$ cat config.mk
export PLATFORM = sky130hd
export DESIGN_NAME = posi_md_ram_ctrl_flat
export DESIGN_NICKNAME = d
export VERILOG_FILES = /design/src/rtl/posi_md_ram_ctrl_if.sv /design/src/rtl/posi_md_ram_ctrl.sv /design/src/flat_wrapper.sv
export SDC_FILE = /design/constraint.sdc
export NUM_CORES = 1
export LEC_CHECK = 0
export CORE_ASPECT_RATIO = 0.75
export CORE_MARGIN = 3
export CORE_UTILIZATION = 40
export CTS_CLUSTER_DIAMETER = 30
export DETAILED_ROUTE_END_ITERATION = 16
export GPL_ROUTABILITY_DRIVEN = 0
export HOLD_SLACK_MARGIN = 0.12
export PLACE_DENSITY = 0.76
export SETUP_SLACK_MARGIN = 0.1
export SLEW_MARGIN = 20
export SYNTH_ARGS = -nofsm -noshare
export SYNTH_HDL_FRONTEND = slang
export SYNTH_SLANG_ARGS = --single-unit
$ cat constraint.sdc
create_clock -name clk -period 4.2 [get_ports clk]
set_clock_uncertainty 0.15 [all_clocks]
set_input_delay 1.26 -clock clk [delete_from_list [all_inputs] [get_ports clk]]
set_output_delay 1.26 -clock clk [all_outputs]
set_load 0.05 [all_outputs]
$ cat src/rtl/posi_md_ram_ctrl_if.sv
// posi_md_ram_ctrl_if: request/ack, read-result and RAM-side bus of the RAM controller
interface posi_md_ram_ctrl_if #(
  parameter int ADR_WD = 6,
  parameter int DAT_WD = 6
);
  logic              wr_req_i;
  logic [ADR_WD-1:0] wr_adr_i;
  logic [DAT_WD-1:0] wr_dat_i;
  logic              wr_ack_o;
  logic              rd_req_i;
  logic [ADR_WD-1:0] rd_adr_i;
  logic              rd_ack_o;
  logic              rd_val_o;
  logic [DAT_WD-1:0] rd_dat_o;
  logic              clr_i;
  logic              busy_o;
  logic [ADR_WD-1:0] ram_adr_o;
  logic              ram_wr_ena_o;
  logic [DAT_WD-1:0] ram_wr_dat_o;
  logic              ram_rd_ena_o;
  logic [DAT_WD-1:0] ram_rd_dat_i;
  modport master (
    output wr_req_i, wr_adr_i, wr_dat_i, rd_req_i, rd_adr_i, clr_i, ram_rd_dat_i,
    input  wr_ack_o, rd_ack_o, rd_val_o, rd_dat_o, busy_o,
           ram_adr_o, ram_wr_ena_o, ram_wr_dat_o, ram_rd_ena_o
  );
  modport slave (
    input  wr_req_i, wr_adr_i, wr_dat_i, rd_req_i, rd_adr_i, clr_i, ram_rd_dat_i,
    output wr_ack_o, rd_ack_o, rd_val_o, rd_dat_o, busy_o,
           ram_adr_o, ram_wr_ena_o, ram_wr_dat_o, ram_rd_ena_o
  );
endinterface

$ cat src/rtl/posi_md_ram_ctrl.sv
// posi_md_ram_ctrl: single-port RAM arbiter (write over read) with zero-fill sweep; POSI_MD_INIT_EN auto-clears after reset
module posi_md_ram_ctrl #(
  parameter int ADR_WD = 6,
  parameter int ADR    = 64,
  parameter int DAT_WD = 6
) (
  input logic clk,
  input logic rst,
  posi_md_ram_ctrl_if.slave bus
);
  typedef enum logic {IDLE, CLR} state_t;
  localparam logic [ADR_WD-1:0] LAST = ADR_WD'(ADR - 1);
  state_t state, state_n;
  logic [ADR_WD-1:0] cnt, cnt_n, adr_q, adr_n;
  logic [DAT_WD-1:0] dat_q, dat_n;
  logic we_q, we_n, re_q, re_n, v1_q, val_q, clr_go, wr_ack, rd_ack;
`ifdef POSI_MD_INIT_EN
  logic init_q;
  // one-shot clear request for the first edge after reset release
  always_ff @(posedge clk or posedge rst)
    if (rst) init_q <= 1'b1;
    else init_q <= 1'b0;
  assign clr_go = bus.clr_i | init_q;
`else
  assign clr_go = bus.clr_i;
`endif
  // grant and next RAM access; the RAM port is registered so acks present their access one cycle later
  always_comb begin
    state_n = state;
    cnt_n   = cnt;
    adr_n   = adr_q;
    dat_n   = dat_q;
    we_n    = 1'b1;
    re_n    = 1'b1;
    wr_ack  = 1'b0;
    rd_ack  = 1'b0;
    if (state == IDLE) begin
      if (clr_go) begin
        state_n = CLR;
        cnt_n   = '0;
        adr_n   = '0;
        dat_n   = '0;
        we_n    = 1'b0;
      end else begin
        wr_ack = bus.wr_req_i & ~rst;
        rd_ack = bus.rd_req_i & ~bus.wr_req_i & ~rst;
        if (wr_ack) begin
          adr_n = bus.wr_adr_i;
          dat_n = bus.wr_dat_i;
          we_n  = 1'b0;
        end else if (rd_ack) begin
          adr_n = bus.rd_adr_i;
          re_n  = 1'b0;
        end
      end
    end else if (cnt == LAST) begin
      state_n = IDLE;
      cnt_n   = '0;
    end else begin
      cnt_n = cnt + 1'b1;
      adr_n = cnt + 1'b1;
      dat_n = '0;
      we_n  = 1'b0;
    end
  end
  // state, sweep counter, RAM port registers and the two-stage read-valid pipe
  always_ff @(posedge clk or posedge rst)
    if (rst) begin
      state <= IDLE;
      cnt   <= '0;
      adr_q <= '0;
      dat_q <= '0;
      we_q  <= 1'b1;
      re_q  <= 1'b1;
      v1_q  <= 1'b0;
      val_q <= 1'b0;
    end else begin
      state <= state_n;
      cnt   <= cnt_n;
      adr_q <= adr_n;
      dat_q <= dat_n;
      we_q  <= we_n;
      re_q  <= re_n;
      v1_q  <= rd_ack;
      val_q <= v1_q;
    end
  assign bus.wr_ack_o     = wr_ack;
  assign bus.rd_ack_o     = rd_ack;
  assign bus.busy_o       = state == CLR;
  assign bus.rd_val_o     = val_q;
  assign bus.rd_dat_o     = val_q ? bus.ram_rd_dat_i : '0;
  assign bus.ram_adr_o    = adr_q;
  assign bus.ram_wr_dat_o = dat_q;
  assign bus.ram_wr_ena_o = we_q;
  assign bus.ram_rd_ena_o = re_q;
endmodule

$ cat src/flat_wrapper.sv
// flat-port wrapper written by rule: the top's interface ports become plain ports
module posi_md_ram_ctrl_flat 
#(
  parameter int ADR_WD = 6,
  parameter int ADR    = 64,
  parameter int DAT_WD = 6
)
  (clk, rst, bus_wr_req_i, bus_wr_adr_i, bus_wr_dat_i, bus_rd_req_i, bus_rd_adr_i, bus_clr_i, bus_ram_rd_dat_i, bus_wr_ack_o, bus_rd_ack_o, bus_rd_val_o, bus_rd_dat_o, bus_busy_o, bus_ram_adr_o, bus_ram_wr_ena_o, bus_ram_wr_dat_o, bus_ram_rd_ena_o);
  posi_md_ram_ctrl_if #(.ADR_WD(ADR_WD), .DAT_WD(DAT_WD)) bus_i ();
  input logic clk;
  input logic rst;
  input wire logic [$bits(bus_i.wr_req_i)-1:0] bus_wr_req_i;
  input wire logic [$bits(bus_i.wr_adr_i)-1:0] bus_wr_adr_i;
  input wire logic [$bits(bus_i.wr_dat_i)-1:0] bus_wr_dat_i;
  input wire logic [$bits(bus_i.rd_req_i)-1:0] bus_rd_req_i;
  input wire logic [$bits(bus_i.rd_adr_i)-1:0] bus_rd_adr_i;
  input wire logic [$bits(bus_i.clr_i)-1:0] bus_clr_i;
  input wire logic [$bits(bus_i.ram_rd_dat_i)-1:0] bus_ram_rd_dat_i;
  output wire logic [$bits(bus_i.wr_ack_o)-1:0] bus_wr_ack_o;
  output wire logic [$bits(bus_i.rd_ack_o)-1:0] bus_rd_ack_o;
  output wire logic [$bits(bus_i.rd_val_o)-1:0] bus_rd_val_o;
  output wire logic [$bits(bus_i.rd_dat_o)-1:0] bus_rd_dat_o;
  output wire logic [$bits(bus_i.busy_o)-1:0] bus_busy_o;
  output wire logic [$bits(bus_i.ram_adr_o)-1:0] bus_ram_adr_o;
  output wire logic [$bits(bus_i.ram_wr_ena_o)-1:0] bus_ram_wr_ena_o;
  output wire logic [$bits(bus_i.ram_wr_dat_o)-1:0] bus_ram_wr_dat_o;
  output wire logic [$bits(bus_i.ram_rd_ena_o)-1:0] bus_ram_rd_ena_o;
  assign bus_i.wr_req_i = bus_wr_req_i;
  assign bus_i.wr_adr_i = bus_wr_adr_i;
  assign bus_i.wr_dat_i = bus_wr_dat_i;
  assign bus_i.rd_req_i = bus_rd_req_i;
  assign bus_i.rd_adr_i = bus_rd_adr_i;
  assign bus_i.clr_i = bus_clr_i;
  assign bus_i.ram_rd_dat_i = bus_ram_rd_dat_i;
  assign bus_wr_ack_o = bus_i.wr_ack_o;
  assign bus_rd_ack_o = bus_i.rd_ack_o;
  assign bus_rd_val_o = bus_i.rd_val_o;
  assign bus_rd_dat_o = bus_i.rd_dat_o;
  assign bus_busy_o = bus_i.busy_o;
  assign bus_ram_adr_o = bus_i.ram_adr_o;
  assign bus_ram_wr_ena_o = bus_i.ram_wr_ena_o;
  assign bus_ram_wr_dat_o = bus_i.ram_wr_dat_o;
  assign bus_ram_rd_ena_o = bus_i.ram_rd_ena_o;
  posi_md_ram_ctrl #(.ADR_WD(ADR_WD), .ADR(ADR), .DAT_WD(DAT_WD)) u_core (.clk(clk), .rst(rst), .bus(bus_i));
endmodule
== Word-level counts from Yosys, hierarchy flattened ==
Cells that the tools add are included.
Widths: inputs -> output; s select.

* Muxes and demuxes: 28
* Bitwise operators: 5
* Eq/ne operators: 2
* Reductions and logical operators: 5
* Add/sub/neg operators: 1

{| class="wikitable"
|+ Operator list
! operator !! number
|-
| $mux 6 || 13
|-
| $mux 1 || 15
|-
| $add 6x1->6 const B || 1
|-
| $eq 6x6->1 const B || 1
|-
| $reduce_and 2->1 || 2
|-
| $reduce_bool 4->1 || 1
|-
| $and 1x1->1 || 3
|-
| $reduce_bool 3->1 || 1
|-
| $ne 2x2->1 const B || 1
|-
| $not 1->1 || 2
|-
| $reduce_bool 2->1 || 1
|}

* Bits of input ports: 29
* Output and inout port bits: 24
* Register bits: 23
* Word-level logic and storage cells: 49

== Logic depth before layout (Yosys ltp) ==
Gate-level depths: netlist of the first run.

* Word-level depth: 7
* Depth in mapped cells: 5
* Mapped depth without buffers: 5

== Worst setup path after synthesis of the first run ==
No wires, ideal clock.

* Kind: in2out
* Start: in bus_clr_i
* End: out bus_wr_ack_o
* Required time: 2790 ps
* Path slack: 719 ps
* Data arrival time: 2071 ps
* Cell stages on the path: 1
* Buffers on the path: 0
* Cells stage by stage: nor4b_4

* Longest elaborated chain between the ends: 2

{| class="wikitable"
|+ RTL lines
! element !! RTL line !! RTL
|-
| start, declared || flat_wrapper.sv:17 || <nowiki>input wire logic [$bits(bus_i.clr_i)-1:0] bus_clr_i;</nowiki>
|-
| $mux 1 || posi_md_ram_ctrl.sv:38 || <nowiki>if (clr_go) begin</nowiki>
|-
| $mux 1 || posi_md_ram_ctrl.sv:37 || <nowiki>if (state == IDLE) begin</nowiki>
|-
| end, declared || flat_wrapper.sv:19 || <nowiki>output wire logic [$bits(bus_i.wr_ack_o)-1:0] bus_wr_ack_o;</nowiki>
|}

Every way passes these cells.

== Final worst setup path of the first run ==
* Start: in rst
* End: out bus_wr_ack_o

* Longest elaborated chain between the ends: 4

{| class="wikitable"
|+ RTL lines
! element !! RTL line !! RTL
|-
| start, declared || flat_wrapper.sv:11 || <nowiki>input logic rst;</nowiki>
|-
| $not 1->1 || posi_md_ram_ctrl.sv:45 || <nowiki>wr_ack = bus.wr_req_i & ~rst;</nowiki>
|-
| $and 1x1->1 || posi_md_ram_ctrl.sv:45 ||
|-
| $mux 1 || posi_md_ram_ctrl.sv:38 ||
|-
| $mux 1 || posi_md_ram_ctrl.sv:37 ||
|}

Every way passes these cells.

==> key figures, run 1 <==
Clocking
  • Post-CTS setup repair buffer count: 0
  • Sink Count: 23
  • H-tree levels: 1
  • Clk buf depth: 2
  • Clk slew on worst S/H paths: 0.07 ns
  • Resized cells post-CTS: 0
  • CTS tree: yes
  • CTS Root Cell: clkbuf_8
  • CTS Buf Count: 3
  • CTS Hold Buffers Added: 0
  • Skew-Pair Late Insertion Delay: 0.26 ns

STA
  • Final worst setup slack: 0.4586 ns
  • Slew margin rel.: 0.4373
  • Hold WS: 0.2086 ns
  • Part of the cycle the worst path needs: 0.8908
  • Max frequency: 267.3 MHz
  • Crit path time final: 3.741 ns
  • Measured slew at the worst slew-check pin: 0.8432 ns
  • Final Hold Viols: 0
  • Endpoints failing setup: 0
  • Max-slew violations: 0
  • RSZ-0062 raised after global routing: no
  • Setup TNS: 0 ns

Power
  • Leakage: 0.7488 nW
  • Tot Pwr: 0.9329 mW
  • Peak VDD IR: 330.0 µV
  • Power per cell area: 532.2 nW/µm²

Drt
  • Wirelength per Cell: 14.91 µm
  • TritonRoute pass-1 iters: 4
  • Via density: 5.149
  • WL final: 2893 µm
  • Antenna viol nets, final: 0
  • DR DRC count: 0
  • Vias: 999
  • 1st-iter DRT viols: 33

Critical path
  • Crit path DAT: 2.33 ns
  • Largest fanout on the critical path: 5
  • Worst path required time: 2.79 ns
  • Crit Path Category: in2out
  • CP Launch Type: primary input
  • Crit end category: primary output

Placed design
  • Pre-CTS setup slack: 0.4582 ns
  • Port bufs: 52
  • DPL Wire Length: 2269 µm

Yosys
  • Post-synthesis sequential area ratio: 0.5055
  • Synth unique cells: 37
  • Yosys Warn Count: 0
  • #FFs+latches synth: 23
  • Syn_nets: 133
  • Synth Cell Area: 1144 µm²
  • Avg Cell Area, Syn: 11.10 µm²
  • Synth Instances: 103

Hold path
  • Hold crit path type: reg2reg

Cells and area
  • Area Growth Syn to Fin: 53.28%
  • Ant diodes: 0
  • Layout cells sized above 1: 0.1519
  • NumNets Final: 189

Die
  • Die ar.: 3543 µm²
  • IO Pins: 53
  • Die Width: 67.74 µm
  • FP Rows: 16
  • Vert. Die Dim: 52.31 µm
  • Initial Util: 0.4295
  • Core area: 2663 µm²

Global route
  • Grt ovf: 0
  • Pin count of the biggest net entering global routing: 24
  • Total GRT Usage: 0.1779
  • Vias in the first global route: 968
  • Initial antenna violation count: 0
  • First-pass GRT wire length: 4616 µm

Run status
  • Outcome: finished clean

Run
  • Max-Cap Viols: 0
flip-flops by register name (all words and copies together), names as in the netlist:
| signal | count |
|---|---|
| u_core.bus.ram_adr_o | 6 |
| u_core.cnt | 6 |
| u_core.bus.ram_wr_ena_o | 1 |
| u_core.v1_q | 1 |
| u_core.bus.rd_val_o | 1 |
| u_core.bus.ram_wr_dat_o | 6 |
| u_core.bus.ram_rd_ena_o | 1 |
| u_core.bus.busy_o | 1 |
critical path: stages:
cell             delay, ns
clkdlybuf4s50_1       0.51
nor4b_4               0.37
buf_12                0.19
worst paths after layout:
check                             startpoint                    endpoint  slack [ns]  depth (start not counted)
setup / recovery                         rst                bus_wr_ack_o        0.46                          3
hold / removal                   u_core.v1_q         u_core.bus.rd_val_o        0.21                          0
setup reg to reg           u_core.bus.busy_o     u_core.bus.ram_adr_o[1]        2.28                          4
hold reg to reg                  u_core.v1_q         u_core.bus.rd_val_o        0.21                          0
max in group asynchronous                rst  u_core.bus.ram_wr_dat_o[5]        1.89                          2
min in group asynchronous                rst  u_core.bus.ram_wr_dat_o[4]        1.49                          2
metal layers:
metal	vias up	track usage	wire length, µm
met4	0	0.05724	30
met1	486	0.2320	1277
met5	-	0	0
met3	5	0.05150	197
met2	33	0.2827	1388
li1	475	-	-
kinds of logic (layout without fill, tap and decap cells):
kind of cell | after synthesis | count (layout) | share of synthesized area
fa+ha+maj | 1 | 1 | 0.01094
mux | 7 | 7 | 0.07112
compound gates | 26 | 26 | 0.1838
flops | 23 | 23 | 0.5055
xor+xnor | 3 | 3 | 0.02298
buf+inv | 7 | 62 | 0.03172
simple gates | 36 | 36 | 0.1740
Yosys cell counts:
library cell,count,area (µm²)
o22ai_1,2,12.51
dfstp_2,2,52.55
or2_4,1,8.760
o211ai_1,2,15.01
o21ai_1,1,5.000
or3_1,1,6.260
o22ai_4,1,20.02
o21ai_4,1,16.27
nor2b_1,1,6.260
a22oi_1,1,7.510
xor2_1,1,8.760
o21ba_2,1,10.01
nor4b_4,1,23.77
buf_2,2,10.01
mux2_2,1,11.26
a22o_1,7,61.31
mux2i_1,4,40.04
nand2_1,13,48.80
o21ai_0,5,25.02
and3_1,1,6.260
a222oi_1,1,10.01
dfrtp_1,21,525.5
inv_1,4,15.01
nand2b_1,1,6.260
a21boi_0,1,7.510
and2_1,6,37.54
buf_6,1,11.26
a21boi_1,1,7.510
nor2_1,5,18.77
mux2_4,2,30.03
nand3_2,1,10.01
xnor2_1,2,17.52
nand3_1,3,15.01
ha_1,1,12.51
nor3_1,1,5.000
or2_1,1,6.260
a31oi_1,2,12.51
final cells by class:
class	instances	area, µm²
clock buffer	4	45.04
fill	228	909.6
inverter	4	15.01
multi-input combinational	73	529.3
sequential	23	578.1
tap	36	45.04
timing repair buffer	54	540.5
through the flow:
step,instances,area [µm²],utilization
2_1_floorplan,103,1144,-
3_3_place_gp,190,1708,0.6414
3_5_place_dp,190,1708,0.6414
4_1_cts,194,1753,0.6584
5_1_grt,194,1753,0.6584
6_report,194,1753,0.6584
placed cells by master, fill, tap and decap left out, types with 3 or more instances in the layout:
master,count
and2_1,6
nor2_1,5
nand3_1,3
clkdlybuf4s50_1,44
inv_1,4
buf_4,8
a22o_1,7
nand2_1,13
dfrtp_1,21
mux2i_1,4
clkbuf_8,3
o21ai_0,5
report_power, final:
group / internal (mW) / switching, mW
registers: 0.287 / 0.0629
clock network: 0.0677 / 0.0670
logic: 0.198 / 0.250
total: 0.553 / 0.380
Power figures use the tool's default switching activity.
==> run 2, diff against run 1 <==
- CELL_PAD_IN_SITES_DETAIL_PLACEMENT: not set -> 1
- CELL_PAD_IN_SITES_GLOBAL_PLACEMENT: not set -> 1
- CORE_UTILIZATION: 40 -> 32
- PLACE_DENSITY: 0.76 -> 0.81
==> run 2 against run 1 <==
Against the previous run: non-clock buffer count rose by 1; largest power group unchanged; utilization down 13 points; via count rose by 1.8%; highest routed layer unchanged; hold slack got worse by 0.0062 ns; critical endpoint unchanged; final cell count grew 2.6%; worst setup slack better by 0.011 ns; first-iteration DRC count up 73%; fmax is 0.30% higher; sequential share of layout area fell by 0.26 points.
==> key figures, run 2 (synthesis results as in run 1) <==
Run status
  • Outcome: finished clean (unchanged)

Drt
  • 1st-iter DRT viols: 57 (was 33)
  • TritonRoute pass-1 iters: 4 (unchanged)
  • Wirelength per Cell: 17.04 µm (was 14.91 µm)
  • DR DRC count: 0 (unchanged)
  • Via density: 5.111 (was 5.149)
  • WL final: 3390 µm (was 2893 µm)
  • Antenna viol nets, final: 0 (unchanged)
  • Vias: 1017 (was 999)

Critical path
  • Crit Path Category: in2out (unchanged)
  • Crit end category: primary output (unchanged)
  • Crit path DAT: 2.32 ns (was 2.33 ns)
  • Worst r2r dst: u_core.bus.ram_adr_o[5] (was u_core.bus.ram_adr_o[1])
  • Largest fanout on the critical path: 5 (unchanged)
  • Worst path required time: 2.79 ns (about the same)
  • Worst reg2reg path depth: 4 (unchanged)
  • CP Launch Type: primary input (unchanged)
  • Reg2reg setup slack: 2.17 ns (was 2.28 ns)
  • R2r startpoint: u_core.bus.busy_o (unchanged)

Global route
  • Vias in the first global route: 1120 (was 968)
  • Pin count of the biggest net entering global routing: 24 (unchanged)
  • Total GRT Usage: 0.1655 (was 0.1779)
  • Initial antenna violation count: 0 (unchanged)
  • First-pass GRT wire length: 5402 µm (was 4616 µm)
  • Grt ovf: 0 (unchanged)

Die
  • Core area: 3356 µm² (was 2663 µm²)
  • FP Rows: 18 (was 16)
  • Die ar.: 4334 µm² (was 3543 µm²)
  • IO Pins: 53 (unchanged)
  • Initial Util: 0.3408 (was 0.4295)
  • Vert. Die Dim: 57.77 µm (was 52.31 µm)
  • Die Width: 75.03 µm (was 67.74 µm)

Power
  • Peak VDD IR: 234.3 µV (was 330.0 µV)
  • Tot Pwr: 0.9398 mW (was 0.9329 mW)
  • Leakage: 0.7566 nW (was 0.7488 nW)
  • Power per cell area: 531.9 nW/µm² (was 532.2 nW/µm²)

Hold path
  • Hold crit path type: reg2reg (unchanged)
  • WHS Endpoint: u_core.bus.rd_val_o (unchanged)
  • Worst hold stages: 0 (unchanged)
  • Worst hold start: u_core.v1_q (unchanged)

Clocking
  • Resized cells post-CTS: 0 (unchanged)
  • H-tree levels: 1 (unchanged)
  • CTS Root Cell: clkbuf_8 (unchanged)
  • Clk slew on worst S/H paths: 0.08 ns (was 0.07 ns)
  • CTS tree: yes (unchanged)
  • Skew-Pair Late Insertion Delay: 0.27 ns (was 0.26 ns)
  • CTS Hold Buffers Added: 0 (unchanged)
  • CTS Buf Count: 3 (unchanged)
  • Clk buf depth: 2 (unchanged)
  • Post-CTS setup repair buffer count: 0 (unchanged)
  • Sink Count: 23 (unchanged)

STA
  • Slew margin rel.: 0.4181 (was 0.4373)
  • Endpoints failing setup: 0 (unchanged)
  • Setup TNS: 0 ns (unchanged)
  • Part of the cycle the worst path needs: 0.8881 (was 0.8908)
  • Hold WS: 0.2024 ns (was 0.2086 ns)
  • Final worst setup slack: 0.4700 ns (was 0.4586 ns)
  • Measured slew at the worst slew-check pin: 0.8719 ns (was 0.8432 ns)
  • Crit path time final: 3.730 ns (was 3.741 ns)
  • Max-slew violations: 0 (unchanged)
  • Final Hold Viols: 0 (unchanged)
  • Max frequency: 268.1 MHz (was 267.3 MHz)
  • RSZ-0062 raised after global routing: no (unchanged)

Cells and area
  • Most frequent cells in the layout: 44 x clkdlybuf4s50_1, 21 x dfrtp_1, 13 x nand2_1 (unchanged)
  • Layout cells sized above 1: 0.1635 (was 0.1519)
  • NumNets Final: 190 (was 189)
  • Ant diodes: 0 (unchanged)
  • Area Growth Syn to Fin: 54.49% (was 53.28%)
  • Commonest non-fill, non-tap cell in the layout: clkdlybuf4s50_1 (unchanged)

Placed design
  • DPL Wire Length: 2638 µm (was 2269 µm)
  • Pre-CTS setup slack: 0.4700 ns (was 0.4582 ns)
  • Port bufs: 52 (unchanged)

Run
  • Max-Cap Viols: 0 (unchanged)
## run 2: cell types whose count changed in the layout (fill, tap and decap cells not counted), sizes merged
cell	before	now
buf	10	11
clkbuf	4	3
clkinv	0	1
## run 2: worst max-delay path: stages
cell and delay [ns]:
clkdlybuf4s50_1 0.51, nor4b_4 0.36, buf_12 0.19
## run 2: layout make-up
type / count / area [µm²]
Tap cell: 40 / 50.05
Timing Repair Buffer: 55 / 548.0
Inverter: 4 / 15.01
Fill cell: 359 / 1589
Clock inverter: 1 / 5.005
Clock buffer: 3 / 41.29
Multi-Input combinational cell: 73 / 529.3
Sequential cell: 23 / 578.1
## run 2: through the flow
| stage | util | cell area [µm²] | cells |
|---|---|---|---|
| after floorplan | - | 1144 | 103 |
| after global placement | 0.5127 | 1720 | 195 |
| after detailed placement | 0.5127 | 1720 | 195 |
| after CTS | 0.5265 | 1767 | 199 |
| after global routing | 0.5265 | 1767 | 199 |
| final | 0.5265 | 1767 | 199 |
## run 2: how the worst max path moves through the flow
stage | cells after the start | slack (ns) | from | to
floorplan | 1 | 0.72 | bus_clr_i | bus_wr_ack_o
global placement | 3 | 0.53 | bus_clr_i | bus_wr_ack_o
detailed placement | 3 | 0.47 | rst | bus_wr_ack_o
CTS | 3 | 0.47 | rst | bus_wr_ack_o
global route | 5 | 0.41 | rst | bus_rd_ack_o
finish | 3 | 0.47 | rst | bus_wr_ack_o
## run 2: report_power, final
part	total (mW)	switching [mW]	leakage [nW]	internal, mW
clock network	0.139	0.0731	0.0255	0.0664
registers	0.353	0.0662	0.285	0.287
logic	0.447	0.248	0.447	0.199
## run 2: metal layers
layer / GRT usage / up-vias / routed length [µm]
met5: 0 / - / 0
met4: 0.02284 / 0 / 20
met3: 0.04679 / 4 / 241
met2: 0.2878 / 41 / 1754
met1: 0.2087 / 496 / 1373
li1: - / 476 / -
==> run 3, diff against run 2 <==
--- a/config.mk
+++ b/config.mk
@@ -10,10 +10,10 @@
 export CORE_ASPECT_RATIO = 0.75
 export CORE_MARGIN = 3
-export CORE_UTILIZATION = 32
+export CORE_UTILIZATION = 27
 export CTS_CLUSTER_DIAMETER = 30
 export DETAILED_ROUTE_END_ITERATION = 16
 export GPL_ROUTABILITY_DRIVEN = 0
 export HOLD_SLACK_MARGIN = 0.12
-export PLACE_DENSITY = 0.81
+export PLACE_DENSITY = 0.73
 export SETUP_SLACK_MARGIN = 0.1
 export SLEW_MARGIN = 20
==> constraint.sdc (replaced) <==
create_clock -name clk -period 3.3 [get_ports clk]
set_clock_uncertainty 0.15 [all_clocks]
set_input_delay 0.99 -clock clk [delete_from_list [all_inputs] [get_ports clk]]
set_output_delay 0.99 -clock clk [all_outputs]
set_load 0.1 [all_outputs]
==> run 3 against run 2 <==
Against the previous run: die area grew 17%; register-to-register slack lost 0.92 ns; worst setup slack lost 0.21 ns; routed wire length grew 2.3%; sequential power grew 29%.
==> key figures, run 3 (synthesis results as in run 1) <==
Critical path
  • R2r startpoint: u_core.bus.busy_o (unchanged)
  • Largest fanout on the critical path: 5 (unchanged)
  • Crit end category: primary output (unchanged)
  • CP Launch Type: primary input (unchanged)
  • Worst r2r dst: u_core.bus.ram_adr_o[1] (was u_core.bus.ram_adr_o[5])
  • Reg2reg setup slack: 1.25 ns (was 2.17 ns)
  • Worst path required time: 2.16 ns (was 2.79 ns)
  • Worst reg2reg path depth: 4 (unchanged)
  • Crit path DAT: 1.90 ns (was 2.32 ns)
  • Crit Path Category: in2out (unchanged)

STA
  • Final Hold Viols: 0 (unchanged)
  • Final worst setup slack: 0.2576 ns (was 0.4700 ns)
  • Crit path time final: 3.042 ns
  • Part of the cycle the worst path needs: 0.9219
  • Max-slew violations: 0 (unchanged)
  • Max frequency: 328.7 MHz
  • Hold WS: 0.2049 ns (was 0.2024 ns)
  • Measured slew at the worst slew-check pin: 0.5193 ns (was 0.8719 ns)
  • Endpoints failing setup: 0 (unchanged)
  • Slew margin rel.: 0.6538 (was 0.4181)
  • RSZ-0062 raised after global routing: no (unchanged)

Drt
  • DR DRC count: 0 (unchanged)
  • Wirelength per Cell: 16.36 µm (was 17.04 µm)
  • M1 WL: 1459 µm (was 1373 µm)
  • Antenna viol nets, final: 0 (unchanged)
  • WL final: 3469 µm (was 3390 µm)
  • Via density: 4.844 (was 5.111)
  • Vias: 1027 (was 1017)
  • Top layer in use: met3 (was met4)
  • Wire length on met2: 1731 µm (was 1754 µm)
  • 1st-iter DRT viols: 52 (was 57)
  • Routed met3 length: 279 µm (was 241 µm)
  • TritonRoute pass-1 iters: 5 (was 4)

Power
  • Psw: 0.6666 mW (was 0.3871 mW)
  • Peak VDD IR: 356.1 µV (was 234.3 µV)
  • Power per cell area: 740.3 nW/µm² (was 531.9 nW/µm²)
  • Sw Share: 0.4916 (was 0.4119)
  • Sequential Power Share: 0.335 (was 0.376)
  • Gate power share: 0.536 (was 0.476)
  • Tot Pwr: 1.356 mW (was 0.9398 mW)
  • Clock network power share: 0.129 (was 0.148)
  • Leakage: 0.7931 nW (was 0.7566 nW)
  • Internal Pwr Total: 0.6895 mW (was 0.5527 mW)

Cells and area
  • NumNets Final: 191 (was 190)
  • Ant diodes: 0 (unchanged)
  • Area Growth Syn to Fin: 60.18% (was 54.49%)
  • Layout cells sized above 1: 0.2875 (was 0.1635)
  • Commonest non-fill, non-tap cell in the layout: clkdlybuf4s50_1 (unchanged)
  • Most frequent cells in the layout: 25 x clkdlybuf4s50_1, 21 x dfrtp_1, 20 x buf_4 (was 44 x clkdlybuf4s50_1, 21 x dfrtp_1, 13 x nand2_1)
  • Filler Cell Count: 433 (was 359)
  • Number of cells in the finished layout apart from fillers: 212 (was 199)

Clocking
  • CTS Buf Count: 3 (unchanged)
  • H-tree levels: 1 (unchanged)
  • Clk slew on worst S/H paths: 0.08 ns (about the same)
  • Sink Count: 23 (unchanged)
  • Clk buf depth: 2 (unchanged)
  • Post-CTS setup repair buffer count: 0 (unchanged)
  • CTS tree: yes (unchanged)
  • CTS Root Cell: clkbuf_8 (unchanged)
  • Skew-Pair Late Insertion Delay: 0.26 ns (was 0.27 ns)

Placed design
  • Port bufs: 52 (unchanged)
  • DPL Wire Length: 2743 µm (was 2638 µm)
  • Placed Cells: 208 (was 195)
  • Pre-CTS setup slack: 0.01103 ns (was 0.4700 ns)

Hold path
  • Worst hold stages: 0 (unchanged)
  • Worst hold start: u_core.v1_q (unchanged)
  • WHS Endpoint: u_core.bus.rd_val_o (unchanged)
  • Hold crit path type: reg2reg (unchanged)

Die
  • Core area: 3851 µm² (was 3356 µm²)
  • Vert. Die Dim: 62.36 µm (was 57.77 µm)
  • Initial Util: 0.2969 (was 0.3408)
  • Die ar.: 5061 µm² (was 4334 µm²)
  • IO Pins: 53 (unchanged)
  • Die Width: 81.15 µm (was 75.03 µm)
  • FP Rows: 19 (was 18)

Run status
  • Outcome: finished clean (unchanged)

Global route
  • Initial antenna violation count: 0 (unchanged)
  • Total GRT Usage: 0.1402 (was 0.1655)
  • Pin count of the biggest net entering global routing: 15 (was 24)
  • Vias in the first global route: 1134 (was 1120)
  • First-pass GRT wire length: 5526 µm (was 5402 µm)
  • Grt ovf: 0 (unchanged)

Run
  • Max-Cap Viols: 0 (unchanged)
[run 3: layout make-up]
cell class | instances | area [µm²] | area share
timing repair buffer | 56 | 586.8 | 0.3204
sequential | 23 | 578.1 | 0.3156
multi-input combinational | 73 | 536.8 | 0.2930
tap | 52 | 65.06 | 0.03552
clock buffer | 3 | 41.29 | 0.02254
inverter | 4 | 18.77 | 0.01025
clock inverter | 1 | 5.005 | 0.002732
[run 3: timing repair]
action                     in CTS  in global routing
setup endpoints to repair       2                  0
hold endpoints to repair        0                  0
hold buffers                    0                  0
resized for setup               5                  0
[run 3: power groups by stage]
stage	Clock (mW)	Combinational [mW]	Sequential, mW
final	0.175	0.727	0.454
after global routing	0.192	0.763	0.468
after CTS	0.180	0.726	0.454
after detailed placement	0	0.724	0.456
after global placement	0	0.704	0.448
after floorplan	0	0.260	0.727
[run 3: worst max-delay path by stage]
stage / startpoint / to / depth (start not counted) / slack [ns]
floorplan: bus_clr_i / bus_wr_ack_o / 1 / -0.08
global placement: bus_clr_i / bus_rd_ack_o / 5 / 0.03
detailed placement: bus_clr_i / bus_rd_ack_o / 5 / 0.01
CTS: rst / bus_wr_ack_o / 3 / 0.24
global route: rst / bus_wr_ack_o / 3 / 0.21
finish: rst / bus_wr_ack_o / 3 / 0.26
[run 3: metal layers]
| metal | vias up | track usage |
|---|---|---|
| met5 | - | 0 |
| met3 | 0 | 0.05347 |
| li1 | 480 | - |
| met1 | 504 | 0.1752 |
| met2 | 43 | 0.2377 |
| met4 | 0 | 0.01055 |
[run 3: metrics by stage]
step / area (µm²) / utilization / TNS [ns]
CTS: 1832 / 0.4756 / 0
global route: 1832 / 0.4756 / 0
floorplan: 1147 / - / -0.08088
global placement: 1782 / 0.4626 / 0
detailed placement: 1782 / 0.4626 / 0
finish: 1832 / 0.4756 / 0
[run 3: critical path: stages]
cell	delay, ns
dlygate4sd2_1	0.30
nor4b_4	0.38
buf_12	0.22
